[src/rtl/detector_colisiones.sv]
// Collision / scoring / bonus detector for the runner game.
// Watches the obstacle scroll tick, evaluates the hero against the obstacle
// two clock cycles later, and keeps lives, score, bonus progress and the
// win/lose verdict. All outputs are registered.
module detector_colisiones #(
    parameter logic [2:0] GAME       = 3'd3,
    parameter logic [1:0] VIDAS_INI  = 2'd3,
    parameter int         INVULN     = 2,
    parameter logic [1:0] BONOS_META = 2'd3,
    parameter int         BONO_PULSO = 4
) (
    input  logic       clk,
    input  logic       rst,
    input  logic [2:0] presente,
    input  logic       clk_obstaculos,
    input  logic [6:0] display_obs,
    input  logic [4:0] tipo_obs,
    input  logic [6:0] heroe,
    input  logic       accion,
    output logic [1:0] W_or_L,
    output logic       bono_tomado,
    output logic [1:0] vidas,
    output logic [7:0] puntaje
);

    localparam int INV_W = (INVULN < 1) ? 1 : $clog2(INVULN + 1);
    localparam int PUL_W = (BONO_PULSO < 2) ? 1 : $clog2(BONO_PULSO);

    localparam logic [INV_W-1:0] INV_LOAD  = INV_W'(INVULN);
    localparam logic [PUL_W-1:0] PUL_LOAD  = PUL_W'(BONO_PULSO - 1);
    localparam logic [4:0]       TIPO_BONO = 5'd16;

    typedef enum logic [2:0] {
        S_IDLE = 3'd0,
        S_PLAY = 3'd1,
        S_INV  = 3'd2,
        S_WIN  = 3'd3,
        S_LOSE = 3'd4
    } estado_t;

    estado_t          estado_q;
    logic             clk_obs_q;
    logic [1:0]       eval_q;
    logic [1:0]       vidas_q;
    logic [7:0]       puntaje_q;
    logic [1:0]       bonos_q;
    logic [INV_W-1:0] inv_q;
    logic [PUL_W-1:0] pulso_q;
    logic             bono_q;
    logic [1:0]       wl_q;

    logic             tick_s;
    logic             en_juego_s;
    logic             eval_s;
    logic             colision_s;
    logic             bono_s;
    logic [1:0]       vidas_d;
    logic [7:0]       puntaje_d;
    logic [1:0]       bonos_d;
    logic [INV_W-1:0] inv_d;

    // Tick strobe, evaluation qualifiers and the candidate updated counters.
    always_comb begin
        tick_s     = clk_obstaculos & ~clk_obs_q;
        en_juego_s = (estado_q == S_PLAY) || (estado_q == S_INV);
        eval_s     = eval_q[1] & en_juego_s;
        // Collisions are only checked outside the invulnerability window.
        colision_s = (estado_q == S_PLAY) && ((display_obs & heroe) != 7'd0);
        bono_s     = !colision_s && (tipo_obs == TIPO_BONO) && accion;
        bonos_d    = bonos_q + 2'd1;

        if (vidas_q != 2'd0) begin
            vidas_d = vidas_q - 2'd1;
        end else begin
            vidas_d = 2'd0;
        end

        if ((display_obs != 7'd0) && (puntaje_q != 8'hFF)) begin
            puntaje_d = puntaje_q + 8'd1;
        end else begin
            puntaje_d = puntaje_q;
        end

        if (inv_q != {INV_W{1'b0}}) begin
            inv_d = inv_q - {{(INV_W-1){1'b0}}, 1'b1};
        end else begin
            inv_d = {INV_W{1'b0}};
        end
    end

    // Game FSM with tick pipeline, bonus pulse stretcher and registered outputs.
    always_ff @(posedge clk) begin
        if (rst) begin
            estado_q  <= S_IDLE;
            clk_obs_q <= 1'b0;
            eval_q    <= 2'b00;
            vidas_q   <= VIDAS_INI;
            puntaje_q <= 8'd0;
            bonos_q   <= 2'd0;
            inv_q     <= {INV_W{1'b0}};
            pulso_q   <= {PUL_W{1'b0}};
            bono_q    <= 1'b0;
            wl_q      <= 2'b00;
        end else if (presente != GAME) begin
            // Leaving the game abandons everything, including pending evaluations.
            estado_q  <= S_IDLE;
            clk_obs_q <= clk_obstaculos;
            eval_q    <= 2'b00;
            vidas_q   <= VIDAS_INI;
            puntaje_q <= 8'd0;
            bonos_q   <= 2'd0;
            inv_q     <= {INV_W{1'b0}};
            pulso_q   <= {PUL_W{1'b0}};
            bono_q    <= 1'b0;
            wl_q      <= 2'b00;
        end else begin
            clk_obs_q <= clk_obstaculos;
            // Only ticks seen while actually playing lead to an evaluation.
            eval_q    <= {eval_q[0], tick_s & en_juego_s};

            // A new bonus restarts the pulse; otherwise it runs to completion
            // regardless of the game state.
            if (eval_s && bono_s) begin
                bono_q  <= 1'b1;
                pulso_q <= PUL_LOAD;
            end else if (pulso_q != {PUL_W{1'b0}}) begin
                pulso_q <= pulso_q - {{(PUL_W-1){1'b0}}, 1'b1};
            end else begin
                bono_q  <= 1'b0;
            end

            case (estado_q)
                S_IDLE: begin
                    estado_q  <= S_PLAY;
                    vidas_q   <= VIDAS_INI;
                    puntaje_q <= 8'd0;
                    bonos_q   <= 2'd0;
                    inv_q     <= {INV_W{1'b0}};
                    wl_q      <= 2'b00;
                end
                S_PLAY, S_INV: begin
                    if (eval_s) begin
                        if (colision_s) begin
                            vidas_q <= vidas_d;
                            if (vidas_d == 2'd0) begin
                                estado_q <= S_LOSE;
                                wl_q     <= 2'b01;
                            end else if (INVULN > 0) begin
                                estado_q <= S_INV;
                                inv_q    <= INV_LOAD;
                            end else begin
                                estado_q <= S_PLAY;
                            end
                        end else begin
                            puntaje_q <= puntaje_d;
                            if (bono_s) begin
                                bonos_q <= bonos_d;
                            end
                            if (bono_s && (bonos_d == BONOS_META)) begin
                                estado_q <= S_WIN;
                                wl_q     <= 2'b10;
                            end else if (estado_q == S_INV) begin
                                inv_q <= inv_d;
                                if (inv_d == {INV_W{1'b0}}) begin
                                    estado_q <= S_PLAY;
                                end
                            end
                        end
                    end
                end
                S_WIN, S_LOSE: begin
                    // Verdict and counters hold until the game is left.
                    estado_q <= estado_q;
                end
                default: begin
                    estado_q <= S_IDLE;
                    wl_q     <= 2'b00;
                end
            endcase
        end
    end

    assign W_or_L      = wl_q;
    assign bono_tomado = bono_q;
    assign vidas       = vidas_q;
    assign puntaje     = puntaje_q;

endmodule

[config.mk]
export PLATFORM = sky130hd
export DESIGN_NAME = detector_colisiones
export DESIGN_NICKNAME = d
export VERILOG_FILES = /design/src/rtl/detector_colisiones.sv
export SDC_FILE = /design/constraint.sdc
export NUM_CORES = 1
export LEC_CHECK = 0
export ABC_AREA = 1
export CAP_MARGIN = 20
export CORE_MARGIN = 2
export CORE_UTILIZATION = 56
export DETAILED_ROUTE_END_ITERATION = 12
export DONT_BUFFER_PORTS = 1
export HOLD_SLACK_MARGIN = 0.1
export PLACE_DENSITY = 0.74
export SLEW_MARGIN = 5
export SYNTH_ARGS = -nofsm -noshare
export SYNTH_HDL_FRONTEND = slang
export SYNTH_SLANG_ARGS = --single-unit
[constraint.sdc]
create_clock -name clk -period 1.5 [get_ports clk]
set_clock_uncertainty 0.1 [all_clocks]
set_input_delay 0.375 -clock clk [delete_from_list [all_inputs] [get_ports clk]]
set_output_delay 0.375 -clock clk [all_outputs]
set_load 0.005 [all_outputs]
==> results list, run 1 <==
* Result of the run: finished with violations
* Violations in the final reports: negative setup slack
- The share of synthesized area in the top cell type comes to 0.336.
- The synthesized netlist occupies a cell area of 1490 µm².
- Setup violations remaining at the end of the flow were counted as 17.
- After synthesis, the share of flip-flops with an asynchronous set or reset is 0.
* Maximum number of pins on one net before global-route repair: 16
- The count of buffers added on input and output ports is 0.
- Clock slew at reported path FFs: 160 ps
- DIE WIDTH: 55.6 µm
- Most used flip-flop cell after synthesis: sky130_fd_sc_hd__dfxtp_1
- Max Transition Viols Final: 0
- Of all nets on the critical path, the largest fanout is 8.
- Detailed Routing Iterations Pass 1: 4
- For this run, the top clock speed supported by timing is 631 MHz.
* Share of the cycle needed by the critical path after routing: 1.06
* Tightest slew margin relative to the limit: 0.784
- Number of sinks on the clock net: 25
- In the global route stage, met1 resource usage came out at 0.310.
- Antenna violations before repair: 0
* GR met2 Demand/Resource: 0.422
- Cell-internal power: 0.822 mW
- GR peak layer: met2
* Count of yosys warnings during synthesis: 0
- Flip-flop and latch count after synthesis: 25
- For this run, global-route usage on met3 was measured as 0.0372.
* CTS Root Buffer Type: sky130_fd_sc_hd__clkbuf_4
- Fraction of final layout cells with drive strength greater than 1: 0.307
- Fin Hold WS: 317 ps
* Number of enable flip-flop cells after synthesis: 0
- Post-Syn Instances: 226
- Reg power frac: 0.592
- Total CTS buffers: 3
- Startpoint type of the worst setup path: flip-flop
* Psw: 0.307 mW
- Dividing the detail-routed via count by the number of cells gives 5.52.
* Core region area: 2500 µm²
* Vias in the first global route: 1478
* Classification of the worst-slack hold path: reg2reg
- Chain of cells forming the critical path: inv_4 > nand3_4 > nand2_4 > inv_4 > o21ai_4 > nand2_4 > inv_8 > nand2_8 > o21ai_1 > nor2_1
- TritonCTS clock tree: built
* Largest incremental delay on the critical path: 400 ps
- Dominant cell by count in the synthesized netlist: sky130_fd_sc_hd__nand2_1
- After synthesis, the netlist uses 30 different library cells.
* Pwr per Cell Area: 577 nW/µm²
* Area leader, netlist: sky130_fd_sc_hd__dfxtp_1
* Die Ht: 55.6 µm
* Net count after synthesis: 255
- In the routed design, unresolved DRC markers number 0.
- The routed layout has 1622 vias.
- In this run, the number of DRC markers left after iteration 0 of detailed routing was 56.
- For this run, the share of the core covered by cells in the final layout is 0.783.
- The count of nets left with antenna violations once routing finished came out at 0.
- Total Routing Usage GR: 0.242
- Global route overflow: 0
- Of the total power, the share spent switching nets is 0.272.
- Data on the critical path arrives at its endpoint at 1720 ps.
- At the end of routability-driven placement, the weighted congestion stood at 0.896.
- In this run the static leakage power is 0.874 nW.
- The commonest cells after synthesis are 53 x sky130_fd_sc_hd__nand2_1, 39 x sky130_fd_sc_hd__nor2_1, 25 x sky130_fd_sc_hd__dfxtp_1, 23 x sky130_fd_sc_hd__nand3_1, 22 x sky130_fd_sc_hd__inv_1.
* Clk network pwr share: 0.291
- The critical path is of the reg2reg type.
* Placed wire-length estimate after detailed placement: 2.71 mm
- The tool flagged a number of max-cap violations equal to 0.
- Most area-consuming cells after synthesis: sky130_fd_sc_hd__dfxtp_1 34%, sky130_fd_sc_hd__nand2_1 13%, sky130_fd_sc_hd__nor2_1 9.8%
- Mean area per synthesized cell: 6.60 µm²
* Final Worst Setup Slack: -85.0 ps
- 39 I/O pins were placed.
- Area of the die: 3090 µm²
* Site row count: 18
- Gate power share: 0.117
- Data on the critical path is required at its endpoint by 1640 ps.
- Total count of hold-check failures in the final report: 0
* Cell with the largest stage delay on the worst path: sky130_fd_sc_hd__dfxtp_4
- Sequential fraction of the synthesis area: 0.336
- The longest clock path from root to sink contains 2 buffers.
* Wirelength per Cell: 13.1 µm
* Number of nets in the finished design: 294
- First-pass GRT wire length: 6.17 mm
- At the pin with the least slew margin, the transition time is 324 ps.
- Final worst path period need: 1590 ps
* Total length of routed wires: 3.85 mm
* Initial Util: 0.597
- Antenna Diode Count: 0
- Area growth syn-to-layout: 31.2%
- In this run the number of H-tree levels came out at 1.
* Clock latency on the worst-skew pair: 330 ps
- Critical path endpoint category: flip-flop
* RSZ-0062 raised after global routing: yes
- The worst-case IR drop observed on VDD is 611 µV.
-- layout make-up --
class,instances,area (µm²)
Clock buffer,3,22.5
Clock inverter,1,7.51
Fill cell,199,543
Inverter,28,125
Multi-Input combinational cell,170,962
Sequential cell,25,513
Tap cell,30,37.5
Timing Repair Buffer,37,289
-- sequential cells by signal, summed over array words and instances, names as in the netlist --
signal and cells:
eval_q 2, vidas 2, bono_tomado 1, clk_obs_q 1, pulso_q 2, inv_q 2
estado_q 3, puntaje 8, W_or_L 2, bonos_q 2
-- cells in the final DEF, fill, tap and decap left out, types with 2 or more instances in the layout --
master                          instances
sky130_fd_sc_hd__nand2_1               50
sky130_fd_sc_hd__nor2_1                35
sky130_fd_sc_hd__buf_4                 33
sky130_fd_sc_hd__inv_1                 20
sky130_fd_sc_hd__dfxtp_1               19
sky130_fd_sc_hd__nand3_1               19
sky130_fd_sc_hd__a21oi_1               14
sky130_fd_sc_hd__inv_4                  5
sky130_fd_sc_hd__nor2_2                 5
sky130_fd_sc_hd__nand3b_1               5
sky130_fd_sc_hd__nand2_4                4
sky130_fd_sc_hd__nand3_2                4
sky130_fd_sc_hd__nand2_2                4
sky130_fd_sc_hd__xor2_1                 4
sky130_fd_sc_hd__dfxtp_2                4
sky130_fd_sc_hd__o211ai_1               3
sky130_fd_sc_hd__clkbuf_4               3
sky130_fd_sc_hd__dlygate4sd3_1          3
sky130_fd_sc_hd__inv_2                  2
sky130_fd_sc_hd__nand3_4                2
sky130_fd_sc_hd__and3_1                 2
sky130_fd_sc_hd__o21ai_2                2
sky130_fd_sc_hd__a21oi_2                2
sky130_fd_sc_hd__o21ai_1                2
sky130_fd_sc_hd__nand4_1                2
sky130_fd_sc_hd__dfxtp_4                2
-- metal layers --
metal	vias up	share of wire	wire, µm
met5	-	0	0
met4	0	0.0078	30
met3	6	0.060	230
met2	59	0.52	1980
met1	755	0.42	1600
li1	802	-	-
-- worst max-delay path: cells and delay by family (launching register included) --
family / cells / cell delay, ps
flops: 1 / 400
compound gates: 2 / 350
buf+inv: 3 / 220
simple gates: 5 / 410
-- final timing paths --
path | start | end | slack, ps | depth (start not counted)
setup / recovery | estado_q[0] | puntaje[0] | -90 | 10
hold / removal | clk_obs_q | eval_q[0] | 320 | 1
setup reg to reg | estado_q[0] | puntaje[0] | -90 | 10
hold reg to reg | clk_obs_q | eval_q[0] | 320 | 1
-- kinds of logic (layout without fill, tap and decap cells) --
family / Yosys count / count (layout) / synth area share
simple gates: 137 / 137 / 0.419
buf+inv: 31 / 69 / 0.0914
fa+ha+maj: 3 / 3 / 0.0252
compound gates: 25 / 25 / 0.0990
flops: 25 / 25 / 0.336
xor+xnor: 5 / 5 / 0.0294
-- power groups by stage --
stage,logic (mW),clock network (mW),registers [mW]
after floorplan,0.0748,0,0.684
after global placement,0.101,0,0.684
after detailed placement,0.104,0,0.684
after CTS,0.117,0.329,0.669
after global routing,0.147,0.346,0.669
final,0.132,0.329,0.668
-- stage by stage --
step           std cells  worst slack [ps]  total power, mW  TNS, ps  cell area [µm²]
6_report             294             -85.0             1.13     -565             1960
5_1_grt              294              -169             1.16    -2210             1960
4_1_cts              291             -73.9             1.12     -179             1850
3_5_place_dp         280              -134            0.788    -1380             1710
3_3_place_gp         280              -103            0.785     -846             1710
2_1_floorplan        226              13.2            0.759        0             1500
-- timing repair --
action                                  in CTS  in global routing
resized for setup                           15                 25
endpoints found under the hold margin        2                  0
hold buffers                                 3                  0
setup buffers                                4                  4
endpoints found under the setup margin      21                 21
pin swaps                                    6                 13
Power figures use the tool's default switching activity.
==> inputs of run 2 (changes only) <==
--- a/config.mk
+++ b/config.mk
@@ -8,11 +8,11 @@
 export ABC_AREA = 1
 export CAP_MARGIN = 20
 export CORE_MARGIN = 2
-export CORE_UTILIZATION = 56
+export CORE_UTILIZATION = 62
 export DETAILED_ROUTE_END_ITERATION = 12
 export DONT_BUFFER_PORTS = 1
 export HOLD_SLACK_MARGIN = 0.1
-export PLACE_DENSITY = 0.74
+export PLACE_DENSITY = 0.78
 export SLEW_MARGIN = 5
 export SYNTH_ARGS = -nofsm -noshare
 export SYNTH_HDL_FRONTEND = slang
==> constraint.sdc (replaced) <==
create_clock -name clk -period 1.56 [get_ports clk]
set_clock_uncertainty 0.1 [all_clocks]
set_input_delay 0.39 -clock clk [delete_from_list [all_inputs] [get_ports clk]]
set_output_delay 0.39 -clock clk [all_outputs]
set_load 0.005 [all_outputs]
==> run 2 against run 1 <==
Net effect: the flow still finishes with violations (negative setup slack); combinational power down 14%; clock power fell by 3%; routed wire length down 1.4%; register-to-register slack improved by 60 ps; first-iteration DRC count shrank 21%; flip-flop and latch count unchanged.
==> results list, run 2 (same netlist as run 1, synthesis figures left out) <==
- The routed layout has 1573 vias.
- The worst setup path is launched from a flip-flop.
* DIE WIDTH: 53.0 µm
* Transition time of the tightest slew-check pin: 318 ps
- Clock slew at reported path FFs: 150 ps
- Data on the critical path arrives at its endpoint at 1770 ps.
* Max Transition Viols Final: 0
- The setup path with the least slack is of type reg2reg.
- In this run the critical register-to-register path is captured at puntaje[0].
- The multi-input combinational cells in the finished layout cover a total of 916 µm².
* Static leakage: 0.789 nW
- Antenna violations before repair: 0
- Maximum VDD drop: 581 µV
- Classification of the worst-slack hold path: reg2reg
- Result of the run: finished with violations
- DRC violation count after routing: 0
- CTS built an H-tree with a depth of 1.
- The first global-routing pass estimated 5.89 mm of wire.
- Detailed Routing Iterations Pass 1: 5
* GR met2 Demand/Resource: 0.538
- In the post-route analysis, the smallest setup slack over all paths is -27.3 ps.
* Data required time at the worst endpoint: 1740 ps
* Core region area: 2230 µm²
- Tightest slew margin relative to the limit: 0.786
* Most frequent standard cell in the layout excluding fill and tap cells: sky130_fd_sc_hd__nand2_1
* Flip-flop count of the largest register, all copies and words added: 8
- Maximum number of pins on one net before global-route repair: 16
- Placed wire-length estimate after detailed placement: 2.67 mm
- Critical path endpoint category: flip-flop
- At the placement stage, the worst setup path has a slack of -114 ps.
- The worst hold path terminates at eval_q[1].
* Minimum setup slack among reg-to-reg paths: -30 ps
- Clock tree synthesis inserted a total of 3 buffers.
- Cells on worst reg2reg path: 11
- Cells on Worst Hold Path: 2
* Met3 GRT Util: 0.0452
* Area growth syn-to-layout: 20.8%
- The final reports fail on negative setup slack.
* Die Ht: 53.0 µm
* Number of buffers on the longest clock path: 2
- At the later pin of the worst-skew pair, clock insertion delay measures 340 ps.
- The layout has 159 filler cells.
* Top library cells by usage in the layout, fill and taps aside: 52 x sky130_fd_sc_hd__nand2_1, 37 x sky130_fd_sc_hd__nor2_1, 23 x sky130_fd_sc_hd__nand3_1
* Vias in the first global route: 1512
- Final setup fails: 2
* Post-detailed-route via-to-cell ratio: 5.68
* Pwr per Cell Area: 594 nW/µm²
* Number of buffers inserted by port buffering: 0
- In this run the clock root is driven by a sky130_fd_sc_hd__clkbuf_4.
- met2 is the most crowded layer.
- Antenna Diode Count: 0
- For this configuration, the core starts out at a cell density of 0.668.
- For this run, the post-layout net count is 279.
- After floorplanning, the core was divided into 17 placement rows.
- Fraction of final layout cells with drive strength greater than 1: 0.213
* Total Routing Usage GR: 0.290
* Num ports: 39
- Worst min-delay path startpoint: eval_q[0]
- Max-cap violations in this run came to 0.
- Combined flip-flop and latch cell area: 513 µm²
- The total count of hold-check failures in the final report was 0.
- TritonCTS built the clock tree.
- In this run the worst path has a maximum fanout of 8.
* Area of the die: 2810 µm²
- Summed over all layers, the global routing overflow is 0.
- The critical path starts at estado_q[2].
- The clock drives 25 sinks.
- Total length of routed wires: 3.79 mm
- Antenna viol nets, final: 0
- Across all hold checks on the routed design, the worst slack comes to 329 ps.
- Global-route track usage on met1: 0.316
- Highest attainable clock frequency: 630 MHz
- RSZ-0062 raised after global routing: yes
- Of the available clock period, the critical path in the final layout requires 1.02.
- The first routing iteration left 44 violations.
- The smallest clock period supported by the final layout is computed as 1590 ps.
- Routability-driven placement finished with a final weighted congestion of 0.911.
- In the final routed layout, each cell accounts on average for 13.7 µm.
- The startpoint identified for the worst register-to-register timing path is estado_q[2].
## run 2: timing repair
| action | in CTS | in global routing |
|---|---|---|
| endpoints found under the hold margin | 2 | 0 |
| resized for setup | 12 | 15 |
| pin swaps | 2 | 11 |
| setup buffers | 1 | 3 |
| hold buffers | 3 | 0 |
| endpoints found under the setup margin | 10 | 19 |
## run 2: power by group
| group | total (mW) | switching, mW | leakage, nW | internal, mW |
|---|---|---|---|---|
| combinational | 0.113 | 0.0694 | 0.570 | 0.0432 |
| sequential | 0.641 | 0.00320 | 0.205 | 0.637 |
| clock | 0.318 | 0.219 | 0.0139 | 0.0986 |
## run 2: layout make-up
class	count	area share
Clock buffer	3	0.0125
Sequential cell	25	0.285
Tap cell	28	0.0194
Clock inverter	1	0.00417
Multi-Input combinational cell	170	0.508
Inverter	28	0.0681
Timing Repair Buffer	22	0.103
## run 2: critical path: stages, from the launching register on
cell                      delay, ps
sky130_fd_sc_hd__dfxtp_4        390
sky130_fd_sc_hd__inv_4           80
sky130_fd_sc_hd__nand3_4         90
sky130_fd_sc_hd__nand2_4        100
sky130_fd_sc_hd__inv_4           50
sky130_fd_sc_hd__o21ai_4        220
sky130_fd_sc_hd__nand2_4        110
sky130_fd_sc_hd__inv_8          100
sky130_fd_sc_hd__nand2_8         70
sky130_fd_sc_hd__inv_2           60
sky130_fd_sc_hd__nor2_1          40
sky130_fd_sc_hd__nor2_1         100
## run 2: worst max path at each step
stage	endpoint	slack, ps	depth (start not counted)
after floorplan	puntaje[1]	50	10
after global placement	inv_q[1]	-70	8
after detailed placement	pulso_q[1]	-110	9
after CTS	puntaje[0]	0.6	10
after global routing	puntaje[0]	-90	11
final	puntaje[0]	-30	11
## run 2: layer usage
metal / vias up / part of all wire
li1: 769 / -
met1: 724 / 0.39
met2: 73 / 0.53
met3: 7 / 0.063
met4: 0 / 0.015
met5: - / 0
## run 2: through the flow
step | total power [mW] | util | cells | area, µm² | setup TNS (ps)
CTS | 1.06 | 0.775 | 274 | 1730 | 0
detailed placement | 0.750 | 0.723 | 266 | 1620 | -705
global placement | 0.746 | 0.723 | 266 | 1620 | -253
global route | 1.11 | 0.807 | 277 | 1800 | -953
floorplan | 0.729 | - | 226 | 1490 | 0
finish | 1.07 | 0.807 | 277 | 1800 | -31.0
==> edit: new RTL, config.mk and constraints of run 1 <==
Register the output `puntaje` once more, cleared by the reset; this adds one clock of latency there. The other outputs are not delayed to match.
--- a/src/rtl/detector_colisiones.sv
+++ b/src/rtl/detector_colisiones.sv
@@ -184,5 +184,11 @@
     assign bono_tomado = bono_q;
     assign vidas       = vidas_q;
-    assign puntaje     = puntaje_q;
+    always_ff @(posedge clk) begin
+        if (rst) begin
+            puntaje <= '0;
+        end else begin
+            puntaje <= puntaje_q;
+        end
+    end
 
 endmodule
Behaviour: not the same (a bounded check fails within 10 cycles, from zero or initial values and one cycle with rst high).
==> edit against run 1 <==
The run ends with DRC, setup timing left. Power increased by 53%. Sequential cell count increased by 8. Synthesized area increased by 12%. Critical path depth decreased by 2. Global-route usage decreased by 0.80 points. Setup slack improved by 0.084 ns. Design area increased by 14%. Utilization increased by 1.1 points. Wire length increased by 7.7%.
==> edit: results <==
export IMPL_drc_errors=4
export IMPL_synth_area_top_cells="dfxtp_1, nand2_1, nor2_1"
export IMPL_clkbuf_count=7
export IMPL_nFillCells=185
export IMPL_status="finished, violations left"
export IMPL_clkCellAreaFrac=0.0382
export IMPL_final_layout_size_suffix_gt1_frac=0.309
export IMPL_buf_share=0.108
export IMPL_seq_share=0.304
export IMPL_vias=1649
export IMPL_grt_max_degree=14
export IMPL_ctsHtreeMaxLevel=2
export IMPL_cp_max_fo=4
export IMPL_p_sw_frac=0.229
export IMPL_setup_viol_count_final=2
export IMPL_synth_top_cells_by_count="nand2_1, nor2_1, dfxtp_1"
export IMPL_setup_ws_ns=-0.000688
export IMPL_p_clk_mw=0.712
export IMPL_r2r_cells=8
export IMPL_synthXorXnorAreaFrac=0.0262
export IMPL_buffers_excl_clock=28
export IMPL_fin_tns_setup_ns=-0.00100
export IMPL_synth_compound_area_frac=0.0868
export IMPL_peakVddDrop_uv=720
export IMPL_seq_cells=33
export IMPL_violations="DRC, setup timing"
-- edit: changes by cell type after synthesis, sizes merged, moves of 2 or more --
cell	delta
nand2	+2
o21ai	-2
o211ai	-2
inv	+7
nand3	-4
nor2	-3
nor3	+2
dfxtp	+8
nand4	+4
-- edit: repair_timing --
item / CTS / global route
pin swaps: 5 / 18
buffers inserted: 0 / 6
cloned: 0 / 1
resized for setup: 8 / 46
endpoints found under the hold margin: 10 / 0
hold buffers: 2 / 0
setup endpoints to repair: 14 / 21
-- edit: metal layers --
layer  vias to the layer above  global-route usage
met5                         -                   0
met4                         0               0.114
met3                         8              0.0571
met2                        66               0.363
met1                       745               0.306
li1                        830                   -
-- edit: per-stage QoR --
step / area, um^2 / utilization / power (mW) / setup WS [ns] / cells
after floorplan: 1670 / - / 0.974 / 0.0141 / 239
after global placement: 1860 / 0.664 / 1.00 / -0.0778 / 286
after detailed placement: 1860 / 0.664 / 1.00 / -0.119 / 286
after CTS: 2000 / 0.712 / 1.71 / -0.00704 / 296
after global routing: 2230 / 0.793 / 1.78 / -0.0864 / 303
final: 2230 / 0.793 / 1.72 / -0.000688 / 303
-- edit: worst min path at each step --
stage	startpoint	to	cells past startpoint
after global placement	clk_obs_q	eval_q[0]	1
final	clk_obs_q	eval_q[0]	1
after CTS	clk_obs_q	eval_q[0]	1
after global routing	clk_obs_q	eval_q[0]	1
after floorplan	clk_obs_q	eval_q[0]	1
after detailed placement	clk_obs_q	eval_q[0]	1
-- edit: cell families (layout without fill, tap and decap cells) --
logic type                 count (synthesis)  in the layout
AOI/OAI and AO/OA                         23             23
xor gates and xnor gates                   5              5
adders and majority gates                  3              3
buffers and inverters                     38             70
DFF                                       33             33
and+or+nand+nor                          137            138
